<file path="src/rtl/galaga_pkg.sv">
// rtl/galaga_pkg.sv - shared state encoding, default start key and grid index helper
package galaga_pkg;

  typedef enum logic [2:0] {
    S_START,
    S_PLAY,
    S_CLEAR,
    S_DYING,
    S_GAMEOVER
  } game_state_t;

  localparam logic [7:0] START_KEY_ENTER = 8'h28;

  // Flat alive-mask bit position of enemy (row, col) in a grid that is cols wide.
  function automatic int idx(input int row, input int col, input int cols);
    return row * cols + col;
  endfunction

endpackage

</file>
<file path="src/rtl/rise_detect.sv">
// rtl/rise_detect.sv - registered rising-edge detector; rise_o lags the input rise by one clock
module rise_detect (
  input  logic clk_i,
  input  logic reset_i,
  input  logic d_i,
  output logic rise_o
);

  logic d_q;
  logic rise_q;

  always_ff @(posedge clk_i) begin
    if (reset_i) begin
      d_q    <= 1'b0;
      rise_q <= 1'b0;
    end else begin
      d_q    <= d_i;
      rise_q <= d_i & ~d_q;
    end
  end

  assign rise_o = rise_q;

endmodule

</file>
<file path="src/rtl/game_flow_controller.sv">
// rtl/game_flow_controller.sv - Galaga game-flow FSM with enemy alive mask, score, lives and level
module game_flow_controller
  import galaga_pkg::*;
#(
  parameter int         ROWS         = 3,
  parameter int         COLS         = 6,
  parameter int         SCORE_W      = 8,
  parameter int         POINTS       = 1,
  parameter int         LIVES_INIT   = 3,
  parameter int         LIVES_W      = 2,
  parameter int         LEVEL_W      = 3,
  parameter int         MAX_LEVEL    = 4,
  parameter logic [7:0] START_KEY    = START_KEY_ENTER,
  parameter int         CLEAR_FRAMES = 120,
  parameter int         DEATH_FRAMES = 90,
  parameter int         TIMER_W      = 8
) (
  input  logic                      clk_i,
  input  logic                      reset_i,
  input  logic                      frame_clk_i,
  input  logic [7:0]                keycode_i,
  input  logic                      hit_valid_i,
  input  logic [$clog2(ROWS)-1:0]   hit_row_i,
  input  logic [$clog2(COLS)-1:0]   hit_col_i,
  input  logic                      player_hit_i,
  input  logic                      enemy_landed_i,
  output logic                      start_o,
  output logic                      play_o,
  output logic                      level_clear_o,
  output logic                      dying_o,
  output logic                      gameover_o,
  output logic                      won_o,
  output logic                      respawn_o,
  output logic [ROWS*COLS-1:0]      alive_mask_o,
  output logic [SCORE_W-1:0]        score_o,
  output logic [LIVES_W-1:0]        lives_o,
  output logic [LEVEL_W-1:0]        level_o
);

  localparam int MASK_W    = ROWS * COLS;
  localparam int SCORE_MAX = 2 ** SCORE_W - 1;

  game_state_t         state_q, state_d;
  logic [MASK_W-1:0]   mask_q, mask_d;
  logic [SCORE_W-1:0]  score_q, score_d;
  logic [LIVES_W-1:0]  lives_q, lives_d;
  logic [LEVEL_W-1:0]  level_q, level_d;
  logic [TIMER_W-1:0]  timer_q, timer_d;
  logic                won_q, won_d;
  logic                start_q, start_d, play_q, play_d, clear_q, clear_d;
  logic                dying_q, dying_d, over_q, over_d, respawn_q, respawn_d;

  logic                frame_tick, key_press;
  logic [MASK_W-1:0]   hit_onehot;
  logic                hit_in_range, kill;
  logic [SCORE_W-1:0]  score_sat;

  rise_detect u_frame_rise (
    .clk_i   (clk_i),
    .reset_i (reset_i),
    .d_i     (frame_clk_i),
    .rise_o  (frame_tick)
  );

  rise_detect u_key_rise (
    .clk_i   (clk_i),
    .reset_i (reset_i),
    .d_i     (keycode_i == START_KEY),
    .rise_o  (key_press)
  );

  assign hit_in_range = (int'(hit_row_i) < ROWS) && (int'(hit_col_i) < COLS);
  assign hit_onehot   = MASK_W'(1) << idx(int'(hit_row_i), int'(hit_col_i), COLS);
  assign kill         = hit_valid_i && hit_in_range && |(mask_q & hit_onehot);
  assign score_sat    = (int'(score_q) + POINTS >= SCORE_MAX) ? SCORE_W'(SCORE_MAX)
                                                              : score_q + SCORE_W'(POINTS);

  always_ff @(posedge clk_i) begin
    if (reset_i) begin
      state_q   <= S_START;
      mask_q    <= '1;
      score_q   <= '0;
      lives_q   <= LIVES_W'(LIVES_INIT);
      level_q   <= LEVEL_W'(1);
      timer_q   <= '0;
      won_q     <= 1'b0;
      start_q   <= 1'b1;
      play_q    <= 1'b0;
      clear_q   <= 1'b0;
      dying_q   <= 1'b0;
      over_q    <= 1'b0;
      respawn_q <= 1'b0;
    end else begin
      state_q   <= state_d;
      mask_q    <= mask_d;
      score_q   <= score_d;
      lives_q   <= lives_d;
      level_q   <= level_d;
      timer_q   <= timer_d;
      won_q     <= won_d;
      start_q   <= start_d;
      play_q    <= play_d;
      clear_q   <= clear_d;
      dying_q   <= dying_d;
      over_q    <= over_d;
      respawn_q <= respawn_d;
    end
  end

  always_comb begin
    state_d = state_q;
    mask_d  = mask_q;
    score_d = score_q;
    lives_d = lives_q;
    level_d = level_q;
    won_d   = won_q;
    timer_d = timer_q;
    unique case (state_q)
      S_START: begin
        if (key_press) begin
          state_d = S_PLAY;
          mask_d  = '1;
          score_d = '0;
          lives_d = LIVES_W'(LIVES_INIT);
          level_d = LEVEL_W'(1);
        end
      end
      S_PLAY: begin
        if (kill) begin
          mask_d  = mask_q & ~hit_onehot;
          score_d = score_sat;
        end
        // A death wins over an emptied mask, but the kill above still lands.
        if (player_hit_i | enemy_landed_i) begin
          state_d = S_DYING;
          lives_d = (lives_q == '0) ? '0 : lives_q - 1'b1;
        end else if (mask_d == '0) begin
          state_d = S_CLEAR;
        end
      end
      S_DYING: begin
        if (frame_tick) begin
          if (timer_q == TIMER_W'(DEATH_FRAMES - 1)) begin
            if (lives_q == '0) begin
              state_d = S_GAMEOVER;
              won_d   = 1'b0;
            end else begin
              state_d = (mask_q == '0) ? S_CLEAR : S_PLAY;
            end
          end else begin
            timer_d = timer_q + 1'b1;
          end
        end
      end
      S_CLEAR: begin
        if (frame_tick) begin
          if (timer_q == TIMER_W'(CLEAR_FRAMES - 1)) begin
            if (level_q == LEVEL_W'(MAX_LEVEL)) begin
              state_d = S_GAMEOVER;
              won_d   = 1'b1;
            end else begin
              state_d = S_PLAY;
              mask_d  = '1;
              level_d = (level_q == '1) ? level_q : level_q + 1'b1;
            end
          end else begin
            timer_d = timer_q + 1'b1;
          end
        end
      end
      S_GAMEOVER: begin
        if (key_press) begin
          state_d = S_START;
          won_d   = 1'b0;
        end
      end
      default: state_d = S_START;
    endcase
    if (state_d != state_q) timer_d = '0;
  end

  always_comb begin
    start_d   = (state_d == S_START);
    play_d    = (state_d == S_PLAY);
    clear_d   = (state_d == S_CLEAR);
    dying_d   = (state_d == S_DYING);
    over_d    = (state_d == S_GAMEOVER);
    respawn_d = (state_q == S_DYING) && (state_d != S_DYING) && (lives_q != '0);
  end

  assign start_o       = start_q;
  assign play_o        = play_q;
  assign level_clear_o = clear_q;
  assign dying_o       = dying_q;
  assign gameover_o    = over_q;
  assign won_o         = won_q;
  assign respawn_o     = respawn_q;
  assign alive_mask_o  = mask_q;
  assign score_o       = score_q;
  assign lives_o       = lives_q;
  assign level_o       = level_q;

endmodule

</file>
<file path="config.mk">
export PLATFORM = sky130hd
export DESIGN_NAME = game_flow_controller
export DESIGN_NICKNAME = d
export VERILOG_FILES = /design/src/rtl/galaga_pkg.sv /design/src/rtl/rise_detect.sv /design/src/rtl/game_flow_controller.sv
export SDC_FILE = /design/constraint.sdc
export NUM_CORES = 1
export LEC_CHECK = 0
export ABC_AREA = 1
export CORE_MARGIN = 1
export CORE_UTILIZATION = 30
export DETAILED_ROUTE_END_ITERATION = 7
export PLACE_DENSITY = 0.5
export SLEW_MARGIN = 20
export SYNTH_ARGS = -nofsm -noshare
export SYNTH_HDL_FRONTEND = slang
export SYNTH_SLANG_ARGS = --single-unit
</file>
<file path="constraint.sdc">
create_clock -name clk_i -period 3.5 [get_ports clk_i]
set_input_delay 1.05 -clock clk_i [delete_from_list [all_inputs] [get_ports clk_i]]
set_output_delay 1.05 -clock clk_i [all_outputs]
set_load 0.02 [all_outputs]
</file>
==> reports/qor.csv, run 1 <==
metric,value,unit
timing.final.crit_share,107.4,%
crit_type,in -> reg,
ios,57,
cp_max_fo,8,
wl_met1,4526,um
worst_slew_pin_slew,0.9848,ns
final.setup_skew,0.006923,ns
syn_avg_cell_area,7.012,um^2
violations,negative setup slack,
clock_latency,0.29,ns
vias,3528,
netlist_instances,485,
cts_max_level,2,
slew_headroom,33.66,%
die_w,108.5,um
drc,0,
wl_met2,4528,um
first_pass_iters,4,
place.port_buffers,56,
ant_nets,0,
clk_pin_slew_worst_paths,0.07,ns
dieArea,11770,um^2
cts_sinks,53,
p_total,1.510,mW
hold_violations,0,
whs_endpoint,u_key_rise.rise_o,
grtUsageTotal,17.18,%
final.min_clock_period,3.760,ns
fmax,266.0,MHz
maxSlewViolCount,0,
wl,9569,um
hp-class,reg -> reg,
hold_path_depth,1,
nFillCells,1104,
dpl.cell_count,724,
ys_seq_area_share,31.20,%
grt_pass1_vias,3388,
power_density,300.4,nW/um^2
critPathLaunchType,primary input,
ys_warn_count,0,
yosysTopAreaCell,dfxtp_1,
area_growth,47.83,%
root_buffer,clkbuf_16,
numCtsBuffers,5,
top_layer_used,met4,
drv_cap,0,
leakage,2.211,nW
wire_per_inst,12.86,um
grt_pass1_wl,16170,um
min-delay-start,u_key_rise.d_q,
grt_max_degree,19,
cp-end-kind,flop,
holdWs,0.3886,ns
ys_seq_elements,53,
grt_overflow_total,0,
coreArea,10940,um^2
syn-num-nets,517,
crit_required,3.66,ns
fin_ws,-0.2595,ns
status,finished with violations,
vdd_drop_max,308.3,uV
yosys.cell_types.count,38,
hpwl,7310,um
yosysTopAreaCellShare,31.20,%
ys_async_sr_fraction,0,%
yosys-top-cells-area,"dfxtp_1, nand2_1, nand3_1",
fin_cells,744,
cp_data_arrival_time,3.92,ns
max-clock-path-buffers,2,
rows,38,
finalSetupViolations,16,
timing.rr.start,timer_q[0],
syn_area,3401,um^2
timing.rr.end,timer_q[1],
antenna_found_initial,0,
drtIter0Drc,97,
wl_met3,448,um
place.gp.congestion,0.8625,
vias_per_cell,4.742,
diodes,0,
die_h,108.5,um
worst-r2r-setup-slack,0.59,ns
synth-main-ff-cell,dfxtp_1,
layout.nets,635,
start_util,31.10,%
r2r.worst_path.cells,14,
drive_gt1_share,28.97,%
synth-edff-count,0,
cts_tree,yes,
rsz0062_at_grt,true,
cts_hold_buf,0,
worst max-delay path by stage:
stage | from | end | cells past startpoint
floorplan | hit_row_i[0] | start_o | 24
global placement | hit_row_i[0] | start_o | 23
detailed placement | hit_row_i[0] | timer_q[1] | 21
CTS | hit_row_i[0] | timer_q[3] | 22
global route | hit_row_i[0] | timer_q[3] | 20
finish | hit_row_i[0] | timer_q[5] | 22
cell usage in the layout (no fill, tap or decap), types with 2 or more instances in the layout:
cell,count
a211oi_1,4
a21oi_1,18
a21oi_2,2
buf_4,59
buf_6,6
clkbuf_16,5
clkdlybuf4s50_1,52
dfxtp_1,53
ha_1,10
ha_4,2
inv_1,55
inv_2,6
nand2_1,81
nand2_2,13
nand2_4,8
nand3_1,46
nand3_2,17
nand3_4,8
nand3b_1,4
nand4_1,6
nor2_1,38
nor2_2,12
nor2_4,6
nor3_1,16
nor3_2,10
nor4_1,6
o211ai_1,3
o21ai_0,17
o21ai_1,4
o21ai_2,5
xnor2_1,2
xor2_1,11
timing repair:
item | in CTS | in global routing
setup buffers | 10 | 1
cloned | 2 | 0
pin swaps | 26 | 23
setup endpoints to repair | 41 | 24
gates resized for setup | 44 | 32
power by group:
group	switching, mW	leakage [nW]	internal [mW]
sequential	0.00304	0.428	0.606
combinational	0.213	1.71	0.169
clock	0.231	0.0735	0.288
total	0.447	2.21	1.06
layout make-up:
cell class              instances  area [um^2]  area share [%]
multi-input cells             358         2310           45.94
clock buffers                   6        138.9           2.763
repair buffers                121         1076           21.40
clock inverters                 2        16.27          0.3235
flip-flops and latches         53         1061           21.11
inverters                      64        250.2           4.978
well taps                     140        175.2           3.484
through the flow:
stage / TNS, ns / setup WS, ns / cell area (um^2) / util, %
after floorplan: -1.485 / -0.1524 / 3506 / -
after global placement: -29.59 / -1.145 / 4566 / 41.75
after detailed placement: -30.30 / -1.158 / 4566 / 41.75
after CTS: -3.984 / -0.3054 / 4901 / 44.82
after global routing: -6.885 / -0.4617 / 5027 / 45.97
final: -3.308 / -0.2595 / 5027 / 45.97
kinds of logic after synthesis:
family | synth area share (%)
compound gates | 9.897
simple gates | 41.10
buf+inv | 9.455
fa+ha+maj | 5.004
flops | 31.20
xor+xnor | 3.348
worst max-delay path, stage by stage:
cell	delay, ns
buf_12	0.11
inv_8	0.04
ha_4	0.19
fa_2	0.68
nand3_4	0.16
nor2_4	0.15
nand3_1	0.08
nand2_1	0.07
inv_1	0.06
nand2_2	0.08
nor2_4	0.05
nand2_4	0.11
buf_6	0.12
nand3_2	0.05
nand2_2	0.08
nand2_2	0.06
nor2_2	0.11
nand3_2	0.12
o21bai_2	0.14
nand2_2	0.10
o21ai_4	0.20
nor3_2	0.09
state kept, by name (all words and copies together), names as in the netlist:
| register | flops |
|---|---|
| u_key_rise.rise_o | 1 |
| dying_o | 1 |
| respawn_o | 1 |
| play_o | 1 |
| gameover_o | 1 |
| u_key_rise.d_q | 1 |
| level_o | 3 |
| state_q | 3 |
| timer_q | 8 |
| start_o | 1 |
| won_o | 1 |
| lives_o | 2 |
| level_clear_o | 1 |
| u_frame_rise.d_q | 1 |
| alive_mask_o | 18 |
| score_o | 8 |
| u_frame_rise.rise_o | 1 |
routing by layer:
metal  track usage, %  up-vias
met5                0        -
met4            2.896        0
met3            2.954        7
met2            29.48       70
met1            22.68     1621
li1                 -     1830
cells in the mapped netlist (2+ instances only):
master / count
xnor2_1: 2
nand3b_1: 4
o21bai_2: 2
inv_1: 61
nand4_1: 6
nand3_2: 6
a21oi_1: 19
dfxtp_1: 53
nand2_2: 6
inv_2: 2
nand2_4: 6
buf_2: 2
nand3_1: 64
xor2_1: 11
clkbuf_1: 3
o211ai_1: 3
o21ai_1: 2
ha_1: 12
o21ai_0: 23
nand2_1: 89
nor2_1: 47
nor2_2: 7
buf_6: 5
nor4_1: 6
a211oi_1: 5
nor2_4: 2
nor3_2: 10
nor3_1: 17
Power figures use the tool's default switching activity.
==> inputs of run 2 (changes only) <==
Settings changed: PLACE_DENSITY 0.5 to 0.58.
==> reports/qor.csv, run 2 (synthesis results as in run 1) <==
metric,value,unit,change
slew_headroom,42.20,%,+8.5 points
hpwl,7035,um,-3.8%
vdd_drop_max,221.8,uV,-28%
final_common_cell,nand2_1,,
numCtsBuffers,5,,unchanged
p_comb_share,23.7,%,-1.6 points
first_pass_iters,4,,unchanged
setup_tns,-3.893,ns,-0.5851 ns
r2r.worst_path.cells,14,,unchanged
cts_hold_buf,0,,unchanged
antenna_found_initial,0,,unchanged
start_util,31.10,%,unchanged
grt_overflow_total,0,,unchanged
die_w,108.5,um,unchanged
whs_endpoint,u_key_rise.rise_o,,
drtIter0Drc,157,,+62%
drive_gt1_share,31.00,%,+2.0 points
timing.rr.start,timer_q[0],,
maxSlewViolCount,0,,unchanged
critPathLaunchType,primary input,,
place.port_buffers,56,,unchanged
hp-class,reg -> reg,,
post-place-ws,-1.117,ns,+0.04153 ns
place.gp.congestion,0.9219,,+6.9%
clockPowerShare,36.8,%,+2.5 points
area_growth,50.74,%,
internal-power,1.092,mW,+2.7%
cts_max_level,2,,unchanged
grt_pass1_wl,16060,um,-0.64%
ant_nets,0,,unchanged
grt_pass1_vias,3561,,+5.1%
grtUsageTotal,17.10,%,-0.076 points
grt_max_degree,19,,unchanged
ios,57,,unchanged
finalSetupViolations,24,,+8
rows,38,,unchanged
vias,3648,,+3.4%
layout.nets,645,,+1.6%
drc,0,,unchanged
p_total,1.540,mW,+2.0%
status,finished with violations,,
cp_data_arrival_time,3.95,ns,+0.03 ns
final.min_clock_period,3.758,ns,-0.001390 ns
final_cell_area,5126,um^2,+2.0%
final.setup_skew,0.007378,ns,+0.0004549 ns
power_density,300.5,nW/um^2,about the same
worst-r2r-setup-slack,0.53,ns,-0.06 ns
min-delay-start,u_key_rise.d_q,,
clk_pin_slew_worst_paths,0.07,ns,about the same
worstSetupStartpoint,hit_row_i[0],,
hold_path_depth,1,,unchanged
coreArea,10940,um^2,unchanged
p_sw,0.4482,mW,+0.29%
cp-end-kind,flop,,
violations,negative setup slack,,
largest_reg_flops,18,,unchanged
root_buffer,clkbuf_16,,
layout_common_cells,"nand2_1, buf_4, inv_1, dfxtp_1, clkdlybuf4s50_1",,
drv_cap,0,,unchanged
worst_slew_pin_slew,0.8579,ns,-0.1269 ns
diodes,0,,unchanged
cts_tree,yes,,
cts_sinks,53,,unchanged
clock_latency,0.29,ns,about the same
die_h,108.5,um,unchanged
crit_type,in -> reg,,
timing.rr.end,timer_q[1],,
crit_required,3.69,ns,+0.03 ns
fmax,266.1,MHz,about the same
place_area,4543,um^2,-0.49%
vias_per_cell,4.845,,+2.2%
timing.final.crit_share,107.4,%,about the same
wire_per_inst,12.87,um,about the same
rsz0062_at_grt,true,,
seq_power_share,39.6,%,-0.7 points
fin_ws,-0.2581,ns,+0.001390 ns
cp_max_fo,8,,unchanged
wl,9692,um,+1.3%
dieArea,11770,um^2,unchanged
max-clock-path-buffers,2,,unchanged
power.share.switching,29.10,%,-0.49 points
hold_violations,0,,unchanged
leakage,2.275,nW,+2.9%
[run 2: power groups by stage]
stage,logic (mW),registers [mW],clock network [mW]
after floorplan,0.196,0.626,0
after global placement,0.290,0.624,0
after detailed placement,0.295,0.624,0
after CTS,0.341,0.609,0.587
after global routing,0.396,0.610,0.607
final,0.365,0.609,0.566
[run 2: cell type report]
type | instances | area (um^2)
clock inverters | 2 | 38.79
clock buffers | 5 | 125.1
flip-flops and latches | 53 | 1061
multi-input cells | 358 | 2350
fillers | 1072 | 5809
well taps | 140 | 175.2
inverters | 64 | 252.7
repair buffers | 131 | 1124
[run 2: repair_timing]
| action | CTS | global route |
|---|---|---|
| resized for setup | 54 | 29 |
| cloned | 2 | 0 |
| setup buffers | 22 | 1 |
| pin swaps | 25 | 12 |
| endpoints found under the setup margin | 40 | 26 |
[run 2: worst max path at each step]
stage               endpoint  depth (start not counted)
floorplan            start_o                         24
global placement     start_o                         23
global route         start_o                         23
CTS                  start_o                         23
detailed placement   start_o                         24
finish               start_o                         23
[run 2: worst max-delay path, stage by stage]
cell and delay (ns):
buf_12 0.09, inv_8 0.03, ha_4 0.23, fa_2 0.66, nand3_2 0.16, nor2_4 0.16
nand3_1 0.07, nand2_1 0.07, nor2_1 0.04, nand2_1 0.09, nor2_4 0.06, nand2_4 0.15
nand2_4 0.11, o21ai_2 0.15, nand2_1 0.08, nor2_2 0.10, nand2_2 0.10, o21bai_4 0.16
nand2_4 0.08, nand2_4 0.12, inv_4 0.05, nor2_4 0.11, nor2_2 0.03
[run 2: per-stage QoR]
step / hold WS [ns] / util, % / instances
after floorplan: 0.3728 / - / 485
after global placement: 0.3787 / 41.54 / 721
after detailed placement: 0.3896 / 41.54 / 721
after CTS: 0.3980 / 45.81 / 752
after global routing: 0.4154 / 46.88 / 753
final: 0.3988 / 46.88 / 753
[run 2: routing by layer]
metal  wire length, um  part of all wire (%)  vias to the layer above  global-route usage (%)
met4               118                   1.2                        0                   4.923
li1                  -                     -                     1856                       -
met3               401                   4.1                       13                   3.255
met5                 0                     0                        -                       0
met2              4591                    47                       81                   30.11
met1              4581                    47                     1698                   21.00
